$ cat src/rtl/alu_ctrl_pkg.sv
// Shared opcode constants, sequencer state type and helpers for the ALU
// operation sequencer.
package alu_ctrl_pkg;

    localparam logic [3:0] OP_ADD = 4'd0;
    localparam logic [3:0] OP_SUB = 4'd1;
    localparam logic [3:0] OP_AND = 4'd2;
    localparam logic [3:0] OP_OR  = 4'd3;
    localparam logic [3:0] OP_XOR = 4'd4;
    localparam logic [3:0] OP_LSR = 4'd5;
    localparam logic [3:0] OP_LSL = 4'd6;
    localparam logic [3:0] OP_MOD = 4'd7;
    localparam logic [3:0] OP_MUL = 4'd8;
    localparam logic [3:0] OP_DIV = 4'd9;
    localparam logic [3:0] OP_MAX = 4'd9;

    typedef enum logic [1:0] {
        IDLE,
        LOAD,
        EXEC,
        DONE
    } seq_state_t;

    // Opcodes whose result is undefined when the divisor is zero.
    function automatic logic is_div_op(input logic [3:0] op);
        return (op == OP_MOD) || (op == OP_DIV);
    endfunction

endpackage

$ cat src/rtl/btn_debounce_edge.sv
// Button conditioner: 2-flop synchronizer, debounce counter and a one-cycle
// pulse on each accepted press (falling edge of the active-low level).
module btn_debounce_edge #(
    parameter int DEBOUNCE_CYCLES = 16
) (
    input  logic clk,
    input  logic rst_n,
    input  logic btn_n,
    output logic press
);

    localparam int CW = $clog2(DEBOUNCE_CYCLES);

    logic          sync_1;
    logic          sync_2;
    logic          level;
    logic [CW-1:0] cnt;
    logic          accept;

    // cnt counts consecutive samples that disagree with the accepted level;
    // the Nth such sample flips the level.
    assign accept = (sync_2 != level) && (cnt == CW'(DEBOUNCE_CYCLES - 1));

    always_ff @(posedge clk) begin
        if (!rst_n) begin
            sync_1 <= 1'b1;
            sync_2 <= 1'b1;
            level  <= 1'b1;
            cnt    <= '0;
            press  <= 1'b0;
        end else begin
            sync_1 <= btn_n;
            sync_2 <= sync_1;
            press  <= accept && !sync_2;
            if (sync_2 == level) begin
                cnt <= '0;
            end else if (accept) begin
                level <= sync_2;
                cnt   <= '0;
            end else begin
                cnt <= cnt + CW'(1);
            end
        end
    end

endmodule

$ cat src/rtl/alu_op_sequencer.sv
// Opcode selection from two debounced buttons and a LOAD/EXEC/DONE sequence
// that drives an external ALU and captures its result and flags.
module alu_op_sequencer
    import alu_ctrl_pkg::*;
#(
    parameter int N               = 4,
    parameter int DEBOUNCE_CYCLES = 16,
    parameter int EXEC_CYCLES     = 1
) (
    input  logic         clk,
    input  logic         rst_n,
    input  logic         btn_inc_n,
    input  logic         btn_dec_n,
    input  logic         start,
    input  logic [N-1:0] sw_a,
    input  logic [N-1:0] sw_b,
    input  logic [N-1:0] alu_result,
    input  logic         alu_v,
    input  logic         alu_c,
    input  logic         alu_n,
    input  logic         alu_z,
    output logic [N-1:0] alu_a,
    output logic [N-1:0] alu_b,
    output logic [3:0]   alu_control,
    output logic [3:0]   op_q,
    output logic [N-1:0] result_q,
    output logic [3:0]   flags_q,
    output logic         busy,
    output logic         done,
    output logic         err_div0
);

    localparam int EW = (EXEC_CYCLES > 1) ? $clog2(EXEC_CYCLES) : 1;

    // Handshake: start is a one-cycle request honoured only in IDLE (ignored
    // while busy); done pulses once, in the cycle result_q/flags_q update.
    seq_state_t    state;
    seq_state_t    state_next;
    logic [EW-1:0] exec_cnt;
    logic          launch;
    logic          capture;
    logic          inc_press;
    logic          dec_press;
    logic          div0;

    btn_debounce_edge #(.DEBOUNCE_CYCLES(DEBOUNCE_CYCLES)) u_btn_inc (
        .clk   (clk),
        .rst_n (rst_n),
        .btn_n (btn_inc_n),
        .press (inc_press)
    );

    btn_debounce_edge #(.DEBOUNCE_CYCLES(DEBOUNCE_CYCLES)) u_btn_dec (
        .clk   (clk),
        .rst_n (rst_n),
        .btn_n (btn_dec_n),
        .press (dec_press)
    );

    always_ff @(posedge clk) begin
        if (!rst_n) begin
            state <= IDLE;
        end else begin
            state <= state_next;
        end
    end

    always_comb begin
        state_next = state;
        launch     = 1'b0;
        capture    = 1'b0;
        case (state)
            IDLE: begin
                if (start) begin
                    state_next = LOAD;
                    launch     = 1'b1;
                end
            end
            LOAD: state_next = EXEC;
            EXEC: begin
                if (exec_cnt == EW'(EXEC_CYCLES - 1)) begin
                    state_next = DONE;
                    capture    = 1'b1;
                end
            end
            DONE: state_next = IDLE;
            default: state_next = IDLE;
        endcase
    end

    always_ff @(posedge clk) begin
        if (!rst_n) begin
            exec_cnt <= '0;
        end else if (state == LOAD) begin
            exec_cnt <= '0;
        end else if (state == EXEC) begin
            exec_cnt <= exec_cnt + EW'(1);
        end
    end

    assign div0 = is_div_op(alu_control) && (alu_b == '0);

    always_ff @(posedge clk) begin
        if (!rst_n) begin
            alu_a       <= '0;
            alu_b       <= '0;
            alu_control <= '0;
            result_q    <= '0;
            flags_q     <= '0;
            err_div0    <= 1'b0;
        end else if (launch) begin
            alu_a       <= sw_a;
            alu_b       <= sw_b;
            alu_control <= op_q;
            err_div0    <= 1'b0;
        end else if (capture) begin
            if (div0) begin
                result_q <= '0;
                flags_q  <= 4'b0001;
                err_div0 <= 1'b1;
            end else begin
                result_q <= alu_result;
                flags_q  <= {alu_v, alu_c, alu_n, alu_z};
            end
        end
    end

    // Presses outside IDLE are dropped; simultaneous inc and dec cancel.
    always_ff @(posedge clk) begin
        if (!rst_n) begin
            op_q <= '0;
        end else if ((state == IDLE) && (inc_press ^ dec_press)) begin
            if (inc_press) begin
                op_q <= (op_q == OP_MAX) ? OP_ADD : op_q + 4'd1;
            end else begin
                op_q <= (op_q == OP_ADD) ? OP_MAX : op_q - 4'd1;
            end
        end
    end

    assign busy = (state != IDLE);
    assign done = (state == DONE);

endmodule

$ cat config.mk
export PLATFORM = sky130hd
export DESIGN_NAME = alu_op_sequencer
export DESIGN_NICKNAME = d
export VERILOG_FILES = /design/src/rtl/alu_ctrl_pkg.sv /design/src/rtl/btn_debounce_edge.sv /design/src/rtl/alu_op_sequencer.sv
export SDC_FILE = /design/constraint.sdc
export NUM_CORES = 1
export LEC_CHECK = 0
export BUFFER_PORTS_ARGS = -buffer_cell sky130_fd_sc_hd__buf_4
export CAP_MARGIN = 20
export CORE_MARGIN = 2
export CORE_UTILIZATION = 51
export CTS_CLUSTER_DIAMETER = 40
export CTS_CLUSTER_SIZE = 25
export DETAILED_ROUTE_END_ITERATION = 7
export GPL_ROUTABILITY_DRIVEN = 0
export PLACE_DENSITY = 0.79
export REMOVE_ABC_BUFFERS = 1
export SLEW_MARGIN = 10
export SYNTH_ARGS = -nofsm -noshare
export SYNTH_HDL_FRONTEND = slang
export SYNTH_HIERARCHICAL = 1
export SYNTH_SLANG_ARGS = --single-unit
$ cat constraint.sdc
create_clock -name clk -period 1.95 [get_ports clk]
set_input_delay 0.0975 -clock clk [delete_from_list [all_inputs] [get_ports clk]]
set_output_delay 0.0975 -clock clk [all_outputs]
set_load 0.03 [all_outputs]
* Word-level counts from Yosys, hierarchy flattened
Cells that the tools add are included.
Widths: inputs -> output; s select.
** Cells by class
- $add $sub $neg :: 5
- Equality and inequality tests :: 14
- Mux-type cells :: 12
- Bitwise gates (word level) :: 5
- Reduce and logical (&&, ||, !) cells :: 22
** Operators with widths (count)
- $mux 4 :: 5
- $eq 4x4->1 const B :: 4
- $add 4x1->4 const B :: 3
- $reduce_and 2->1 :: 5
- $logic_not 4->1 :: 2
- $pmux 2 s4 :: 1
- $logic_and 1x1->1 :: 6
- $reduce_or 3->1 :: 2
- $eq 2x2->1 const B :: 2
- $eq 4x3->1 const B :: 1
- $mux 1 :: 4
- $mux 2 :: 2
- $ne 2x2->1 const B :: 2
- $not 1->1 :: 4
- $reduce_or 2->1 :: 2
- $sub 4x1->4 const B :: 1
- $eq 1x1->1 :: 2
- $eq 2x1->1 const B :: 1
- $logic_not 1->1 :: 2
- $logic_not 2->1 :: 1
- $ne 1x1->1 :: 2
- $reduce_bool 2->1 :: 1
- $add 1x1->1 const B :: 1
- $logic_or 1x1->1 :: 1
- $xor 1x1->1 :: 1
** Storage, ports and cells
- Register bits after elaboration :: 44
- Bits of input ports :: 21
- Logic and storage cells :: 77

* Longest topological paths before layout
Gate-level depths: netlist of the first run.
- Depth in word-level cells :: 4
- Mapped depth :: 7
- Depth with buffers taken out :: 6

* Modules after synthesis
Netlist of the first run, hierarchy kept.
** Modules (own cells, without submodules)
- alu_op_sequencer :: times used 1, cells an instance 139, area an instance 1208.7 um^2
- btn_debounce_edge :: times used 2, cells an instance 26, area an instance 272.8 um^2

* Least setup slack after synthesis of the first run
OpenSTA, ideal clock, no wires.
- Path type :: flip-flop to flip-flop
- Start :: reg alu_control[0]
- End :: reg flags_q[1]
- Arrival time :: 1.705 ns
- Required time :: 1.833 ns
- Setup slack :: 0.129 ns
- Stages on the path, launching flop included :: 6
- Buffers on the path :: 1
- Cells stage by stage :: dfxtp_1 > or4b_1 > a211o_1 > and3_4 > buf_6 > a22o_1
** On the way
- Cells in the longest elaborated chain, start to end :: 4
- Elaborated cells on any way between the ends :: 5
** RTL lines
- from (decl) :: line alu_op_sequencer.sv:24 : output logic [3:0] alu_control,
- from (signal assigned) :: line alu_op_sequencer.sv:114 : alu_control <= op_q;
- $eq 4x3->1 / $eq 4x4->1 (equally long branches) :: line alu_ctrl_pkg.sv:26 : return (op == OP_MOD) || (op == OP_DIV);
- $logic_or 1x1->1 (*) :: line alu_ctrl_pkg.sv:26
- $logic_and 1x1->1 (*) :: line alu_op_sequencer.sv:101 : assign div0 = is_div_op(alu_control) && (alu_b == '0);
- $mux 4 (*) :: line alu_op_sequencer.sv:117 : if (div0) begin
- to (signal assigned) :: line alu_op_sequencer.sv:123 : flags_q <= {alu_v, alu_c, alu_n, alu_z};
- to (decl) :: line alu_op_sequencer.sv:27 : output logic [3:0] flags_q,
Every way passes the cells marked *; elsewhere a longest branch is shown, timed or not.
A chain may end at the register's enable or synchronous reset.

* Worst setup path in the final report of the first run
- Start :: reg alu_b[0]
- End :: reg result_q[1]
** On the way
- Cells in the longest elaborated chain, start to end :: 3
** RTL lines
- from (decl) :: line alu_op_sequencer.sv:23 : output logic [N-1:0] alu_b,
- from (signal assigned) :: line alu_op_sequencer.sv:113 : alu_b <= sw_b;
- $logic_not 4->1 :: line alu_op_sequencer.sv:101
- $logic_and 1x1->1 :: line alu_op_sequencer.sv:101
- $mux 4 :: line alu_op_sequencer.sv:117
- to (signal assigned) :: line alu_op_sequencer.sv:122 : result_q <= alu_result;
- to (decl) :: line alu_op_sequencer.sv:26 : output logic [N-1:0] result_q,
Every way passes these cells.

==> metrics list, run 1 <==
- After synthesis, the most frequently instantiated cells are 44 x sky130_fd_sc_hd__dfxtp_1, 31 x sky130_fd_sc_hd__nand2_1, 16 x sky130_fd_sc_hd__a21oi_1.
* Area share of the largest cell type after synthesis: 50.2%
- In the final layout, the share of cells above drive strength 1 is 23.5%.
* Non-filler cells in the finished layout: 306
- Setup slack on the worst reg-to-reg path comes out at 0.26 ns.
* Number of antenna violations at the first check in global routing: 0
* Highest attainable clock frequency: 0.593 GHz
- Pin placement for this block handled 48 I/O pins.
- Count of buffering cells on the critical path with inverters included: 0
- Pin count of the biggest net entering global routing: 19
- Overall track demand over capacity in global routing: 21.0%
- Starting density of the core: 53.0%
* Die Span X: 62.6 um
- DR DRC count: 0
- Antenna violation net count after detailed routing: 0
- Post-synthesis sequential area ratio: 50.2%
* Port Buffer Count: 47
- By area the synthesized netlist is led by sky130_fd_sc_hd__dfxtp_1 50%, sky130_fd_sc_hd__nand2_1 6.6%, sky130_fd_sc_hd__a21oi_1 4.6%.
* Via count of the first global-routing pass: 1429
- WS Path Type: flop to flop
- Clock-pin slew was measured on the worst setup and hold paths at 0.12 ns.
* Skew-Pair Late Insertion Delay: 0.36 ns
- At the end of the flow, the number of nets in the layout was 286.
* Launch instance of the worst register-to-register path: alu_b[0]$_SDFFE_PN0P_
- Summing every instance area after synthesis gives 1750 um^2.
- Max stage delay cell, worst path: sky130_fd_sc_hd__or4b_1
- Remaining Overflow, GRT: 0
* Startpoint of the lowest-slack hold path: alu_z
- CTS tree: done
* Worst endpoint required time: 2.22 ns
- Number of distinct library cells after synthesis: 36
* Most used flip-flop cell after synthesis: sky130_fd_sc_hd__dfxtp_1
- The synthesized design contains 44 register bits.
* Peak VDD IR: 0.566 mV
- Setup repair after global routing missed its margin: false
- The clock arrives with 0.0111 ns of skew.
* Final setup fails: 0
- Worst path cell trace: or4b_1 -> a211o_1 -> and3_4 -> a22o_1
* Period utilization: 86.5%
* Maximum Capacitance Violations: 0
- Of all nets on the critical path, the largest fanout is 7.
- Among cell families on the critical path, the largest total delay comes from simple AND/OR/NAND/NOR gates.
- Min Tclk post-route: 1.69 ns
- The repair_antennas step left the layout with diodes totalling 0.
- EDFF count, synth: 0
* H-tree depth: 2
- Master cell of the clock root buffer: sky130_fd_sc_hd__clkbuf_4
* Type of element capturing the critical path: flop
- Routed wire length: 3930 um
* Worst relative slew slack: 66.1%
- Fin. max-slew vios: 0
- Before antenna repair, the detailed router went through 4 iterations.
* Result of the run: completed
* Fill cells: 273
- A synthesized cell averages 9.18 um^2.
* Routed length per placed instance: 12.8 um
* Tightest Pin Transition: 0.507 ns
- Hold violation total from the final report: 0
- Total power: 2.15 mW
- After legalization and detailed placement, the total HPWL measured 2450 um.
* Static Leak: 1.02 nW
- The clock passes through at most 2 buffers.
- Tracing the worst setup path back leads to its startpoint at alu_b[0]$_SDFFE_PN0P_.
* Placed Cells incl. Taps: 280
- Worst Path Arrival: 1.95 ns
- Clock tree synthesis inserted a total of 5 buffers.
- Count of vias placed by the detailed router: 1556
- Die Outline Area: 3920 um^2
* Cells after Synth: 191
- Clock Sinks: 44
- P&R area growth vs syn: 36.6%
- Among all cell types in the netlist, the one instantiated most often is sky130_fd_sc_hd__dfxtp_1.
- In the synthesized netlist the async set-or-reset flop fraction comes to 0%.
- Worst setup SP type: flop
* Layout Utilization: 72.4%
- Adding up every negative setup slack in the final design gives 0 ns.
- The region available for standard cell placement spans 3310 um^2.
- Rows: 21
- The path class of the tightest hold or removal check is input port to flop.
* Synth warnings: 6
- Cell type with the largest total area after synthesis: sky130_fd_sc_hd__dfxtp_1
* Global-route wire length before repair: 6420 um
* Ratio of routed vias to standard cells: 5.08
- From bottom edge to top edge, the die measures 62.6 um.
* Pwr Density: 897 nW/um^2
* Detailed router's first-iteration violation count: 58
* Number of post-CTS setup repair buffers: 0
* Critical Path Max Stage Delay: 0.51 ns
timing repair:
item | in CTS | in global routing
hold buffers | 18 | 0
gates resized for setup | 0 | 0
setup endpoints to repair | 0 | 0
endpoints found under the hold margin | 18 | 0
stage by stage:
stage | hold WS, ns | instance area, um^2 | setup slack [ns]
final | 0.0681 | 2400 | 0.263
after global routing | 0.0852 | 2400 | 0.119
after CTS | 0.0153 | 2400 | 0.266
after detailed placement | 0.290 | 2150 | 0.277
after global placement | 0.282 | 2150 | 0.317
after floorplan | 0.159 | 1720 | 0.215
layout by cell type, fill, tap and decap left out, types with 6 or more instances in the layout:
master                          synthesis  layout
sky130_fd_sc_hd__a21oi_1               16      16
sky130_fd_sc_hd__a22o_1                 7       7
sky130_fd_sc_hd__buf_4                  0      50
sky130_fd_sc_hd__dfxtp_1               44      44
sky130_fd_sc_hd__dlygate4sd3_1          0      18
sky130_fd_sc_hd__ha_1                   6       6
sky130_fd_sc_hd__nand2_1               31      31
sky130_fd_sc_hd__nand2b_1               7       7
sky130_fd_sc_hd__nor2_1                15      15
sky130_fd_sc_hd__nor3_1                 6       6
sky130_fd_sc_hd__o21ai_0                6       6
cell type report:
type                            instances  area [um^2]  share of cell area (%)
Inverter                                6         22.5                   0.940
Sequential cell                        44          881                    36.8
Clock inverter                          1         7.51                   0.313
Clock buffer                            7         55.1                    2.30
Multi-Input combinational cell        134          817                    34.1
Timing Repair Buffer                   68          556                    23.2
Tap cell                               46         57.6                    2.40
registers in the layout (all words and copies together), names as in the netlist, 2 cells and up:
name and count:
result_q 4, alu_a 4, state 2, alu_control 4, u_btn_inc/cnt 4, op_q 4, alu_b 4, u_btn_dec/cnt 4
flags_q 4
path summary, 6_finish.rpt:
kind / end / cells past startpoint
max: result_q[1]$_SDFFE_PN0P_ / 4
min: flags_q[0]$_SDFFE_PN0P_ / 3
max reg2reg: result_q[1]$_SDFFE_PN0P_ / 4
min reg2reg: u_btn_inc/sync_2$_SDFF_PN1_ / 1
per-layer routing:
layer	vias to the layer above	GRT usage (%)	routed length [um]	share of wire, %
li1	791	-	-	-
met1	706	24.4	1640	42
met2	46	34.4	1950	50
met3	13	5.05	202	5.1
met4	0	13.6	145	3.7
met5	-	0	0	0
power breakdown:
part	leakage (nW)	internal [mW]	total (mW)	switching (mW)
logic	0.630	0.261	0.655	0.394
clock network	0.0315	0.177	0.461	0.285
registers	0.358	0.977	1.03	0.0556
total	1.02	1.41	2.15	0.734
cell families after synthesis:
logic type	share of synthesized area, %
compound gates	13.1
xor+xnor	4.49
mux	1.71
fa+ha+maj	4.28
buf+inv	3.21
simple gates	23.0
flops	50.2
worst min-delay path: stages:
cell	delay (ns)
sky130_fd_sc_hd__buf_4	0.08
sky130_fd_sc_hd__nor3_1	0.05
sky130_fd_sc_hd__a21oi_1	0.17
(Power assumes the default switching activity.)
==> run 2: changes to the inputs <==
--- a/config.mk
+++ b/config.mk
@@ -7,8 +7,10 @@
 export LEC_CHECK = 0
 export BUFFER_PORTS_ARGS = -buffer_cell sky130_fd_sc_hd__buf_4
 export CAP_MARGIN = 20
+export CELL_PAD_IN_SITES_DETAIL_PLACEMENT = 1
+export CELL_PAD_IN_SITES_GLOBAL_PLACEMENT = 1
 export CORE_MARGIN = 2
-export CORE_UTILIZATION = 51
+export CORE_UTILIZATION = 38
 export CTS_CLUSTER_DIAMETER = 40
 export CTS_CLUSTER_SIZE = 25
 export DETAILED_ROUTE_END_ITERATION = 7
==> metrics list, run 2 (synthesis results as in run 1) <==
* CTS tree: done
- Clock Sinks: 44
* Number of nets in the layout: 270
* Via count of the first global-routing pass: 1400
- Setup violations remaining at the end of the flow were counted as 0.
* End of the worst register-to-register path: result_q[2]$_SDFFE_PN0P_
* Total power: 2.18 mW
- Routed length per placed instance: 12.9 um
- The routed layout has 1467 vias.
- The count of nets left with antenna violations once routing finished came out at 0.
- The H-tree was split into 2 levels.
* Peak VDD IR: 0.519 mV
- Counting along the longest clock path gives a buffer depth of 2.
* Type of element capturing the critical path: flop
- Data on the critical path arrives at its endpoint at 1.87 ns.
- Max-cap violations in this run came to 0.
* Starting density of the core: 39.7%
- Highest-count cells in the layout ignoring fill and taps: 50 x sky130_fd_sc_hd__buf_4, 44 x sky130_fd_sc_hd__dfxtp_1, 31 x sky130_fd_sc_hd__nand2_1
- Skew-Pair Late Insertion Delay: 0.29 ns
* Period utilization: 86.0%
- After global routing the overflow that remains totals 0.
- The worst register-to-register path begins at alu_b[0]$_SDFFE_PN0P_.
- Placed Cells incl. Taps: 286
* Min Tclk post-route: 1.68 ns
- Highest attainable clock frequency: 0.596 GHz
- Layout Utilization: 51.2%
- The final max-slew violation count is 0.
* Proportion of layout cells with a drive suffix above 1: 24.7%
- Ratio of routed vias to standard cells: 4.97
* Clock-pin transition on the worst setup and hold timing paths: 0.08 ns
- After detailed routing, the number of remaining DRC violations is 0.
- The cell sitting at the root of the clock tree is a sky130_fd_sc_hd__clkbuf_8.
- Clock skew on the completed layout was measured at 0.00352 ns.
- Die Span X: 71.9 um
* Worst Reg2Reg Path Length in Cells: 4
- Worst path setup slack after routing: 0.273 ns
- The total area inside the core boundary comes to 4410 um^2.
* Register-to-register setup slack: 0.27 ns
* Pwr Density: 967 nW/um^2
- Hold violation total from the final report: 0
* Detailed router's first-iteration violation count: 59
* Worst setup SP type: flop
* WS Path Type: flop to flop
* P&R area growth vs syn: 28.7%
- Tightest Pin Transition: 0.439 ns
- In this run, post-CTS repair resized a total of 0 instances.
- The worst pin sits at a relative slew slack of 70.6%.
- The tightest min-delay check is of the input port to flop type.
- Overall die height: 71.9 um
- Non-filler cells in the finished layout: 295
- The library cell used most frequently in the layout, excluding fill and tap cells, is sky130_fd_sc_hd__buf_4.
- Post-DP HPWL: 2800 um
- At the worst endpoint, the required time is 2.14 ns.
- The critical path ends at result_q[2]$_SDFFE_PN0P_.
- Adding up every negative setup slack in the final design gives 0 ns.
* I/O Pins: 48
* Port Buffer Count: 47
- Critical-path maximum fanout: 7
* Overall track demand over capacity in global routing: 15.5%
- The die covers 5180 um^2.
* Number of antenna violations at the first check in global routing: 0
- Pin count of the biggest net entering global routing: 19
- Number of buffers inserted during clock tree synthesis: 5
- Prior to clock tree synthesis, the placed netlist has a worst setup slack of 0.290 ns.
- Result of the run: completed
* Global-route wire length before repair: 6290 um
* Worst Setup SP: alu_b[0]$_SDFFE_PN0P_
- In this run, post-CTS hold repair placed 2 buffers.
- Setup repair after global routing left no endpoint under its margin.
- Routed wire length: 3810 um
- In this run the static leakage power is 0.962 nW.
- Drt first pass iters: 4
- Rows: 24
- Diodes inserted: 0
* Fill cells: 533
* Number of post-CTS setup repair buffers: 0
run 2: cell count changes in the layout (fill, tap and decap cells not counted):
cell,previous run,this run
sky130_fd_sc_hd__clkinvlp_4,1,0
sky130_fd_sc_hd__dlygate4sd3_1,18,2
sky130_fd_sc_hd__clkinv_2,0,1
sky130_fd_sc_hd__clkbuf_4,5,0
sky130_fd_sc_hd__clkbuf_8,1,5
run 2: how the worst min path moves through the flow:
stage / from / slack (ns) / end / cells after the start
after floorplan: rst_n / 0.16 / u_btn_dec/level$_SDFFE_PN1P_ / 1
after global placement: btn_dec_n / 0.28 / u_btn_dec/sync_1$_SDFF_PN1_ / 2
after detailed placement: btn_dec_n / 0.29 / u_btn_dec/sync_1$_SDFF_PN1_ / 2
after CTS: alu_result[3] / 0.006 / result_q[3]$_SDFFE_PN0P_ / 2
after global routing: alu_c / 0.02 / flags_q[2]$_SDFFE_PN0P_ / 2
final: alu_result[3] / 0.02 / result_q[3]$_SDFFE_PN0P_ / 2
run 2: critical path, cell delays in order, from the launching register on:
cell                      delay, ns
sky130_fd_sc_hd__dfxtp_1       0.32
sky130_fd_sc_hd__or4b_1        0.51
sky130_fd_sc_hd__a211o_1       0.29
sky130_fd_sc_hd__and3_4        0.23
sky130_fd_sc_hd__a22o_1        0.23
run 2: layout make-up:
| type | count | area [um^2] | area share (%) |
|---|---|---|---|
| sequential | 44 | 881 | 39.0 |
| multi-input combinational | 134 | 817 | 36.2 |
| timing repair buffer | 52 | 395 | 17.5 |
| clock buffer | 6 | 72.6 | 3.21 |
| tap | 52 | 65.1 | 2.88 |
| inverter | 6 | 22.5 | 0.997 |
| clock inverter | 1 | 5.00 | 0.222 |
run 2: stage by stage:
step	instance area [um^2]	hold slack [ns]
2_1_floorplan	1720	0.159
3_3_place_gp	2160	0.282
3_5_place_dp	2160	0.285
4_1_cts	2260	0.00607
5_1_grt	2260	0.0190
6_report	2260	0.0169
run 2: report_power, final:
part           switching, mW  leakage [nW]  total, mW  internal [mW]
logic                  0.381         0.563      0.621          0.240
clock network          0.286        0.0410      0.530          0.244
registers             0.0566         0.358       1.03          0.977
run 2: per-layer routing:
| metal | vias up | global-route usage [%] | routed length (um) |
|---|---|---|---|
| li1 | 752 | - | - |
| met1 | 682 | 20.1 | 1720 |
| met2 | 29 | 24.5 | 1870 |
| met3 | 4 | 4.31 | 191 |
| met4 | 0 | 6.29 | 31 |
| met5 | - | 0 | 0 |
